--- config.mk ---
export PLATFORM = sky130hd
export DESIGN_NAME = vgacon_term_flat
export DESIGN_NICKNAME = d
export VERILOG_FILES = /design/src/rtl/vgacon_term_pkg.sv /design/src/rtl/vgacon_term_if.sv /design/src/rtl/vgacon_term_fill.sv /design/src/rtl/vgacon_term.sv /design/src/flat_wrapper.sv
export SDC_FILE = /design/constraint.sdc
export NUM_CORES = 1
export LEC_CHECK = 0
export CAP_MARGIN = 5
export CORE_MARGIN = 2
export CORE_UTILIZATION = 45
export DETAILED_ROUTE_END_ITERATION = 10
export PLACE_DENSITY = 0.69
export SLEW_MARGIN = 10
export SYNTH_ARGS = -nofsm -noshare
export SYNTH_HDL_FRONTEND = slang
export SYNTH_SLANG_ARGS = --single-unit
--- constraint.sdc ---
create_clock -name clk -period 2.8 [get_ports clk]
set_clock_uncertainty 0.15 [all_clocks]
set_input_delay 0.56 -clock clk [delete_from_list [all_inputs] [get_ports clk]]
set_output_delay 0.56 -clock clk [all_outputs]
set_load 0.01 [all_outputs]
--- src/rtl/vgacon_term_pkg.sv ---
// vgacon_pkg: shared constants, ASCII codes, state enum and row-address helper for the text terminal
package vgacon_pkg;
  localparam int COLS = 80;
  localparam int ROWS = 50;
  localparam int SCREEN_CHARS = 4000;
  localparam logic [6:0] X_MAX = 7'(COLS - 1);
  localparam logic [5:0] Y_MAX = 6'(ROWS - 1);
  localparam logic [12:0] LINE_LEN = 13'(COLS);
  localparam logic [12:0] SCREEN_LEN = 13'(SCREEN_CHARS);
  localparam logic [7:0] TAB_LIMIT = 8'(COLS);
  localparam logic [6:0] CR = 7'h0D;
  localparam logic [6:0] LF = 7'h0A;
  localparam logic [6:0] BS = 7'h08;
  localparam logic [6:0] TAB = 7'h09;
  localparam logic [6:0] FF = 7'h0C;
  localparam logic [7:0] BLANK = 8'h20;
  typedef enum logic [1:0] {IDLE, CLR_LINE, CLR_ALL} state_e;
  function automatic logic [12:0] row_base(input logic [5:0] y);
    return ({7'd0, y} << 6) + ({7'd0, y} << 4);
  endfunction
endpackage

--- src/rtl/vgacon_term_if.sv ---
// vgacon_term_if: byte-stream input handshake plus text-RAM write port and cursor/busy status
// master = byte source / observer, slave = vgacon_term
interface vgacon_term_if;
  logic [7:0] in_data;
  logic in_valid;
  logic in_ready;
  logic [12:0] tram_addr;
  logic [7:0] tram_data;
  logic tram_wren;
  logic [6:0] cursor_x;
  logic [5:0] cursor_y;
  logic busy;
  modport master (output in_data, in_valid, input in_ready, tram_addr, tram_data, tram_wren, cursor_x, cursor_y, busy);
  modport slave (input in_data, in_valid, output in_ready, tram_addr, tram_data, tram_wren, cursor_x, cursor_y, busy);
endinterface

--- src/rtl/vgacon_term_fill.sv ---
// vgacon_term_fill: sequential BLANK address generator, one write per cycle from base_i for count_i cycles
// ports: clk, resetn, start_i/base_i/count_i (load), wren_o/addr_o/data_o (current write), done_o (last write cycle)
module vgacon_term_fill
  import vgacon_pkg::*;
#(parameter bit INIT_ACTIVE = 1'b1)
(
  input  logic        clk,
  input  logic        resetn,
  input  logic        start_i,
  input  logic [12:0] base_i,
  input  logic [12:0] count_i,
  output logic        wren_o,
  output logic [12:0] addr_o,
  output logic [7:0]  data_o,
  output logic        done_o
);
  logic active_q, active_d;
  logic [12:0] addr_q, addr_d, rem_q, rem_d;
  // out of reset the generator may already be running a full-screen clear
  always_ff @(posedge clk or negedge resetn)
    if (!resetn) begin
      active_q <= INIT_ACTIVE;
      addr_q <= 13'd0;
      rem_q <= SCREEN_LEN;
    end else begin
      active_q <= active_d;
      addr_q <= addr_d;
      rem_q <= rem_d;
    end
  always_comb begin
    active_d = start_i | (active_q & (rem_q != 13'd1));
    addr_d = start_i ? base_i : active_q ? addr_q + 13'd1 : addr_q;
    rem_d = start_i ? count_i : active_q ? rem_q - 13'd1 : rem_q;
  end
  assign wren_o = active_q;
  assign addr_o = addr_q;
  assign data_o = BLANK;
  assign done_o = active_q & (rem_q == 13'd1);
endmodule

--- src/rtl/vgacon_term.sv ---
// vgacon_term: byte-stream terminal front end driving text-RAM writes with cursor, control codes, wrap and clears
// ports: clk, resetn (async, active-low), bus (slave: in_data/in_valid/in_ready, tram_addr/data/wren, cursor_x/y, busy)
module vgacon_term
  import vgacon_pkg::*;
#(parameter bit CLEAR_ON_RESET = 1'b1)
(
  input logic clk,
  input logic resetn,
  vgacon_term_if.slave bus
);
  state_e state_q, state_d;
  logic [6:0] x_q, x_d;
  logic [5:0] y_q, y_d;
  logic ready_q, ready_d;
  logic [12:0] addr_q, addr_d;
  logic [7:0] data_q, data_d;
  logic wren_q, wren_d;
  logic fill_start, fill_wren, fill_done;
  logic [12:0] fill_base, fill_count, fill_addr;
  logic [7:0] fill_data;
  logic [6:0] c;
  logic [7:0] tab_x;
  logic accept, ctl, printable, is_cr, is_lf, is_bs, is_tab, is_ff, nl;
  assign c = bus.in_data[6:0];
  assign ctl = ~bus.in_data[7];
  assign accept = bus.in_valid & ready_q;
  assign printable = (c >= 7'h20) & (c <= 7'h7E);
  assign is_cr = ctl & (c == CR);
  assign is_lf = ctl & (c == LF);
  assign is_bs = ctl & (c == BS);
  assign is_tab = ctl & (c == TAB);
  assign is_ff = ctl & (c == FF);
  assign tab_x = ({1'b0, x_q} | 8'd7) + 8'd1;
  // a printable byte in the last column writes first, then wraps like LF
  assign nl = is_lf | (is_tab & (tab_x >= TAB_LIMIT)) | (printable & (x_q == X_MAX));
  vgacon_term_fill #(.INIT_ACTIVE(CLEAR_ON_RESET)) u_fill (
    .clk(clk),
    .resetn(resetn),
    .start_i(fill_start),
    .base_i(fill_base),
    .count_i(fill_count),
    .wren_o(fill_wren),
    .addr_o(fill_addr),
    .data_o(fill_data),
    .done_o(fill_done)
  );
  always_ff @(posedge clk or negedge resetn)
    if (!resetn) state_q <= CLEAR_ON_RESET ? CLR_ALL : IDLE;
    else state_q <= state_d;
  always_comb begin
    state_d = state_q;
    if (state_q == IDLE)
      state_d = !accept ? IDLE : is_ff ? CLR_ALL : nl ? CLR_LINE : IDLE;
    else if (fill_done)
      state_d = IDLE;
  end
  // ready reopens one cycle after the FSM returns, once the last blank write is on the bus
  always_comb begin
    ready_d = (state_q == IDLE) & (state_d == IDLE);
    x_d = x_q;
    y_d = y_q;
    fill_start = 1'b0;
    fill_base = 13'd0;
    fill_count = LINE_LEN;
    if (accept) begin
      if (is_ff) begin
        x_d = 7'd0;
        y_d = 6'd0;
        fill_start = 1'b1;
        fill_count = SCREEN_LEN;
      end else if (nl) begin
        x_d = 7'd0;
        y_d = (y_q == Y_MAX) ? 6'd0 : y_q + 6'd1;
        fill_start = 1'b1;
        fill_base = row_base(y_d);
      end else if (printable) x_d = x_q + 7'd1;
      else if (is_cr) x_d = 7'd0;
      else if (is_bs) x_d = (x_q != 7'd0) ? x_q - 7'd1 : x_q;
      else if (is_tab) x_d = tab_x[6:0];
    end
    wren_d = (state_q != IDLE) ? fill_wren : accept & printable;
    addr_d = (state_q != IDLE) ? fill_addr : (accept & printable) ? row_base(y_q) + {6'd0, x_q} : addr_q;
    data_d = (state_q != IDLE) ? fill_data : (accept & printable) ? bus.in_data : data_q;
  end
  always_ff @(posedge clk or negedge resetn)
    if (!resetn) begin
      x_q <= 7'd0;
      y_q <= 6'd0;
      ready_q <= !CLEAR_ON_RESET;
      wren_q <= 1'b0;
      addr_q <= 13'd0;
      data_q <= 8'd0;
    end else begin
      x_q <= x_d;
      y_q <= y_d;
      ready_q <= ready_d;
      wren_q <= wren_d;
      addr_q <= addr_d;
      data_q <= data_d;
    end
  assign bus.in_ready = ready_q;
  assign bus.busy = ~ready_q;
  assign bus.tram_wren = wren_q;
  assign bus.tram_addr = addr_q;
  assign bus.tram_data = data_q;
  assign bus.cursor_x = x_q;
  assign bus.cursor_y = y_q;
endmodule

--- src/flat_wrapper.sv ---
// flat-port wrapper written by rule: the top's interface ports become plain ports
module vgacon_term_flat import vgacon_pkg::*;
#(parameter bit CLEAR_ON_RESET = 1'b1)
  (clk, resetn, bus_in_data, bus_in_valid, bus_in_ready, bus_tram_addr, bus_tram_data, bus_tram_wren, bus_cursor_x, bus_cursor_y, bus_busy);
  vgacon_term_if bus_i ();
  input logic clk;
  input logic resetn;
  input wire logic [$bits(bus_i.in_data)-1:0] bus_in_data;
  input wire logic [$bits(bus_i.in_valid)-1:0] bus_in_valid;
  output wire logic [$bits(bus_i.in_ready)-1:0] bus_in_ready;
  output wire logic [$bits(bus_i.tram_addr)-1:0] bus_tram_addr;
  output wire logic [$bits(bus_i.tram_data)-1:0] bus_tram_data;
  output wire logic [$bits(bus_i.tram_wren)-1:0] bus_tram_wren;
  output wire logic [$bits(bus_i.cursor_x)-1:0] bus_cursor_x;
  output wire logic [$bits(bus_i.cursor_y)-1:0] bus_cursor_y;
  output wire logic [$bits(bus_i.busy)-1:0] bus_busy;
  assign bus_i.in_data = bus_in_data;
  assign bus_i.in_valid = bus_in_valid;
  assign bus_in_ready = bus_i.in_ready;
  assign bus_tram_addr = bus_i.tram_addr;
  assign bus_tram_data = bus_i.tram_data;
  assign bus_tram_wren = bus_i.tram_wren;
  assign bus_cursor_x = bus_i.cursor_x;
  assign bus_cursor_y = bus_i.cursor_y;
  assign bus_busy = bus_i.busy;
  vgacon_term #(.CLEAR_ON_RESET(CLEAR_ON_RESET)) u_core (.clk(clk), .resetn(resetn), .bus(bus_i));
endmodule
## Word level (Yosys, flattened, before mapping)

Cells that the tools add are included.

| word-level totals | value |
|---|---|
| bits in registers | 65 |
| input port bits | 11 |
| output and inout port bits | 37 |
| logic and storage cells | 92 |

| operators by class | value |
|---|---|
| add/sub/neg operators | 9 |
| magnitude comparators | 3 |
| eq/ne operators | 10 |
| muxes and demuxes | 32 |
| bitwise operators | 18 |
| reductions and logical operators | 10 |

Operator list:

| cell | count |
|---|---|
| 2-to-1 mux 13 bit | 9 |
| 2-to-1 mux 7 bit | 7 |
| == test 7 x 4 -> 1 bit (second input constant) | 5 |
| adder 12 x 10 -> 13 bit | 2 |
| 2-to-1 mux 12 bit | 2 |
| 2-to-1 mux 6 bit | 3 |
| 2-to-1 mux 8 bit | 2 |
| adder 13 x 1 -> 13 bit (second input constant) | 1 |
| adder 13 x 7 -> 13 bit | 1 |
| bitwise AND 1 bit | 13 |
| == test 13 x 1 -> 1 bit (second input constant) | 1 |
| inequality test 13 x 1 -> 1 bit (second input constant) | 1 |
| subtractor 13 x 1 -> 13 bit (second input constant) | 1 |
| adder 7 x 1 -> 8 bit (second input constant) | 1 |
| >= comparator 8 x 7 -> 1 bit (second input constant) | 1 |
| 2-to-1 mux 2 bit | 4 |
| nonzero test 2 bit | 4 |
| adder 7 x 1 -> 7 bit (second input constant) | 1 |
| == test 7 bit (second input constant) | 1 |
| >= comparator 7 x 6 -> 1 bit (second input constant) | 1 |
| <= comparator 7 bit (second input constant) | 1 |
| nonzero test 7 bit | 1 |
| subtractor 7 x 1 -> 7 bit (second input constant) | 1 |
| adder 6 x 1 -> 6 bit (second input constant) | 1 |
| 9 further kinds | 17 |

## Depth between registers and ports, before layout

| logic depth | value |
|---|---|
| depth after elaboration | 11 |
| depth in mapped cells | 12 |
| mapped depth without buffers | 12 |

## Cells and area by module

From an unflattened synthesis, not the netlist that was laid out.

| unflattened totals | value |
|---|---|
| cell total of the unflattened synthesis | 493 |
| area, all modules | 4434.3 sq um |

By module, submodules not included:

| module | times used | cells each | area an instance (sq um) | seq. area each (sq um) |
|---|---|---|---|---|
| vgacon_term | 1 | 322 | 2793.9 | 952.2 |
| vgacon_term_fill | 1 | 171 | 1640.3 | 684.4 |

## Worst setup path before layout

No wires, ideal clock.

| timing path | value |
|---|---|
| path type | register -> register |
| start point | register u_core.y_q[2], in the netlist u_core.bus.cursor_y[2] |
| end point | register u_core.u_fill.addr_q[9], in the netlist u_core.u_fill.addr_o[9] |
| library setup time | 66 ps |
| data arrival time | 2557 ps |
| data required time | 2584 ps |
| path slack | 26 ps |
| cell stages (with the launch flop) | 13 |
| buffers on the path | 2 |
| period minus slack after synthesis | 2774 ps |
| path through | dfrtp_1 -> clkbuf_1 -> and3_1 -> clkbuf_1 -> nor2_1 -> or2_2 -> ha_1 -> nor4bb_1 -> a41oi_1 -> o21ai_0 -> xnor2_1 -> o32ai_1 -> o31a_1 |

| between the ends | value |
|---|---|
| cells in the longest elaborated chain, start to end | 7 |
| elaborated cells on any way between the ends | 8 |
| classes of those cells | 2 x add/sub; 1 x eq/ne; 5 x mux |

RTL lines:

| element | RTL line | text |
|---|---|---|
| start, declared | vgacon_term.sv:13 | `logic [5:0] y_q, y_d;` |
| start signal, assigned | vgacon_term.sv:95 | `y_q <= y_d;` |
| adder 6 x 1 -> 6 bit or == test 6 bit (tied branches) | vgacon_term.sv:73 | `y_d = (y_q == Y_MAX) ? 6'd0 : y_q + 6'd1;` |
| 2-to-1 mux 6 bit * | vgacon_term.sv:73 |  |
| adder 12 x 10 -> 13 bit * | vgacon_term_pkg.sv:19 | `return ({7'd0, y} << 6) + ({7'd0, y} << 4);` |
| 2-to-1 mux 13 bit * | vgacon_term.sv:71 | `end else if (nl) begin` |
| 2-to-1 mux 13 bit * | vgacon_term.sv:66 | `if (is_ff) begin` |
| 2-to-1 mux 13 bit * | vgacon_term.sv:65 | `if (accept) begin` |
| 2-to-1 mux 13 bit * | vgacon_term_fill.sv:32 | `addr_d = start_i ? base_i : active_q ? addr_q + 13'd1 : addr_q;` |
| end signal, assigned | vgacon_term_fill.sv:27 | `addr_q <= addr_d;` |
| end, declared | vgacon_term_fill.sv:18 | `logic [12:0] addr_q, addr_d, rem_q, rem_d;` |

Every way passes the cells marked *; elsewhere a longest branch is shown, timed or not.
A chain may end at the register's enable or synchronous reset.

## Worst setup path in the final report

| timing path | value |
|---|---|
| start point | register u_core.y_q[2], in the netlist u_core.bus.cursor_y[2] |
| end point | register u_core.addr_q[11], in the netlist u_core.bus.tram_addr[11] |

| between the ends | value |
|---|---|
| cells in the longest elaborated chain, start to end | 4 |

RTL lines:

| element | RTL line | text |
|---|---|---|
| adder 12 x 10 -> 13 bit | vgacon_term_pkg.sv:19 |  |
| adder 13 x 7 -> 13 bit | vgacon_term.sv:82 | `addr_d = (state_q != IDLE) ? fill_addr : (accept & printable) ? row_base(y_q) + {6'd0, x_q} : addr_q;` |
| 2-to-1 mux 13 bit (2 in series) | vgacon_term.sv:82 |  |
| end signal, assigned | vgacon_term.sv:98 | `addr_q <= addr_d;` |
| end, declared | vgacon_term.sv:15 | `logic [12:0] addr_q, addr_d;` |

Every way passes these cells. The select of a mux whose other input is x is not followed.

==> impl_metrics.ini <==
[clock_network]
clock-sinks = 65
cts_made_buffers = 9
clk_pin_slew_ps = 80
clk_latency_ps = 360
root_buffer = clkbuf_8
h-tree-depth = 3
cts_tree = yes
cts_buffer_depth = 2

[setup_path]
r2r_setup_slack_ps = 50
crit_chain = fa_1 > fa_2 > a21o_1 > a21oi_2 > o21bai_1 > a21oi_2 > mux2i_2 > o211ai_1
crit_fanout = 4
setup.worst_path.class = reg -> reg
arrival_ps = 2830
cp-end-kind = register
startpoint_type = register
critPathCapture = u_core.bus.tram_addr[11]$_DFFE_PN0P_
r2r_end = u_core.bus.tram_addr[11]$_DFFE_PN0P_
cpPeakStageDelay_ps = 530
cpMostUsedCell = a21oi_2
r2r-start = u_core.bus.cursor_y[2]$_DFFE_PN0P_
required_ps = 2880
cpMaxStageDelayCell = fa_1
r2r_cells = 8
critical_path.startpoint = u_core.bus.cursor_y[2]$_DFFE_PN0P_

[layout]
final_cells = 790
area_growth_pct = 31.9
fin_nets = 686
layout_commonest_cell = buf_4
layout_common_cells = buf_4 (86), nand2_1 (66), dfrtp_1 (56), nor2_1 (50), clkdlybuf4s50_1 (46)
design_area_um2 = 6120
layout-drive-gt1-share_pct = 23.7
antenna_cells = 0

[place]
hpwl_um = 9740
gp_congestion = 0.904
io_buffers = 47
postPlaceCellArea_um2 = 5690
place_inst = 764
place_worst_setup_slack_ps = -222

[floorplan]
io_pins = 48
start_util_pct = 45.6
rows = 37
core_area_um2 = 10200
die_h_um = 106
die_area_um2 = 11100
fp.dieW_um = 106

[logic_synthesis]
syn_nets = 575
synth_top_area_share_pct = 30.7
synth-seq-cells = 65
synth_edf_count = 0
ys_seq_area_share_pct = 35.3
synthFlopType = dfrtp_1
synth_area_leaders = dfrtp_1 (31%), ha_1 (6.2%), nand2_1 (5.4%)
synthArstFlopShare_pct = 100
yosys_warnings = 0
synthesis.area_um2 = 4640
synth_cells = 538
synth_area_leader_cell = dfrtp_1
synth_cell_type_count = 77
avgSynthCellArea_um2 = 8.63

[sta]
fmax_mhz = 363
drv_slew = 0
setup-violations-final = 0
hold_viol = 0
tightest_slew_ps = 662
min_period_ps = 2750
timing.final.ws_setup_ps = 46.7
relSlewSlack_pct = 55.4
rsz0062_at_grt = true
post-route-period-util_pct = 98.3

[global_routing]
grt_pass1_wl_um = 22000
grt_util_all_layers_pct = 24.7
grt_max_degree = 31
grt_antenna_before_repair = 0
grt_pass1_vias = 4387
grt-ovfl-total = 0

[worst_hold_path]
hold_class = reg -> reg
whs_path_depth = 2

[routing]
drcViolationCount = 0
drt_iter0_drc = 359
drtAntennaViolNets = 0
dr_total_vias = 4560
first_pass_iters = 5
post_drt_wl_per_cell_um = 17.2
vias_per_cell = 5.77
wl_um = 13600

[status]
outcome = complete, no violations

[flow_run]
maxCapViolations = 0

[pwr]
ir_drop_uv = 256
leakagePower_uw = 0.00260
power.density_nw_per_um2 = 357
[power breakdown]
part / switching, uW / total (uW) / internal, uW
clock: 403 / 907 / 505
sequential: 28.0 / 998 / 970
combinational: 141 / 280 / 139
[through the flow]
step                      utilization [%]  hold slack (ps)  setup TNS (ps)  power, uW
final                                60.1              341               0       2180
after global routing                 60.1              393            -157       2280
after CTS                            58.6              343               0       2190
after detailed placement             55.8              330           -4020       1280
after global placement               55.8              320           -2730       1280
after floorplan                         -              114               0       1150
[critical path, delay by kind of cell (launching register included)]
kind	cells	cell delay [ps]
multiplexers	1	320
flip-flops	1	430
AO/OA/AOI/OAI	5	780
adder cells (fa/ha/maj)	2	950
[synth_stat cells, types with 5 or more instances]
library cell	number
nand2_1	67
dfrtp_1	57
nor2_1	52
a21oi_1	26
ha_1	23
inv_1	22
clkbuf_1	21
o21ai_0	21
and3_1	17
a31oi_1	16
nand3_1	16
nor3_1	13
mux2i_1	10
xnor2_1	10
xor2_1	9
dfstp_2	8
o32ai_1	8
o31a_1	7
o22ai_1	6
a21o_1	5
and2_1	5
nand4_1	5
o211ai_1	5
o21ai_1	5
o31ai_1	5
[logic make-up after synthesis]
kind of cell	share of synthesized area [%]
AND/OR/NAND/NOR	22.5
AO/OA/AOI/OAI	22.9
flip-flops	35.3
buffers and inverters	5.88
adder cells (fa/ha/maj)	7.50
XOR/XNOR	3.59
multiplexers	2.40
[timing repair]
| action | in CTS | in global routing |
|---|---|---|
| pin swaps | 6 | 10 |
| hold endpoints to repair | 5 | 0 |
| endpoints found under the setup margin | 5 | 23 |
| gates resized for setup | 9 | 20 |
| hold buffers | 1 | 0 |
| buffers inserted | 1 | 8 |
[routing by layer]
metal / track usage [%] / wire [um]
met5: 0 / 0
met4: 10.7 / 362
met3: 3.59 / 709
met2: 40.5 / 6530
met1: 32.6 / 5960
[layout make-up]
type / count / area (um2)
clock buffer: 10 / 128
inverter: 23 / 86.3
timing repair buffer: 135 / 1140
clock inverter: 6 / 90.1
multi-input combinational: 415 / 2870
tap: 136 / 170
fill: 927 / 4060
sequential: 65 / 1640
[worst min path at each step]
stage,from,end,slack [ps]
after floorplan,resetn,u_core.bus.cursor_x[0]$_DFFE_PN0P_,110
after global placement,u_core.state_q[1]$_DFF_PN1_,u_core.state_q[1]$_DFF_PN1_,320
after detailed placement,u_core.u_fill.rem_q[11]$_DFFE_PN1P_,u_core.u_fill.rem_q[11]$_DFFE_PN1P_,330
after CTS,u_core.u_fill.rem_q[11]$_DFFE_PN1P_,u_core.u_fill.rem_q[11]$_DFFE_PN1P_,340
after global routing,u_core.u_fill.rem_q[10]$_DFFE_PN1P_,u_core.u_fill.rem_q[10]$_DFFE_PN1P_,390
final,u_core.state_q[1]$_DFF_PN1_,u_core.state_q[1]$_DFF_PN1_,340
[state kept, by name, summed over array words and instances, names as in the netlist]
signal                cells
u_core.bus.cursor_x       7
u_core.bus.cursor_y       6
u_core.bus.in_ready       1
u_core.bus.tram_addr     13
u_core.bus.tram_data      8
u_core.bus.tram_wren      1
u_core.state_q            2
u_core.u_fill.addr_o     13
u_core.u_fill.rem_q      13
u_core.u_fill.wren_o      1
Power figures use the tool's default switching activity.
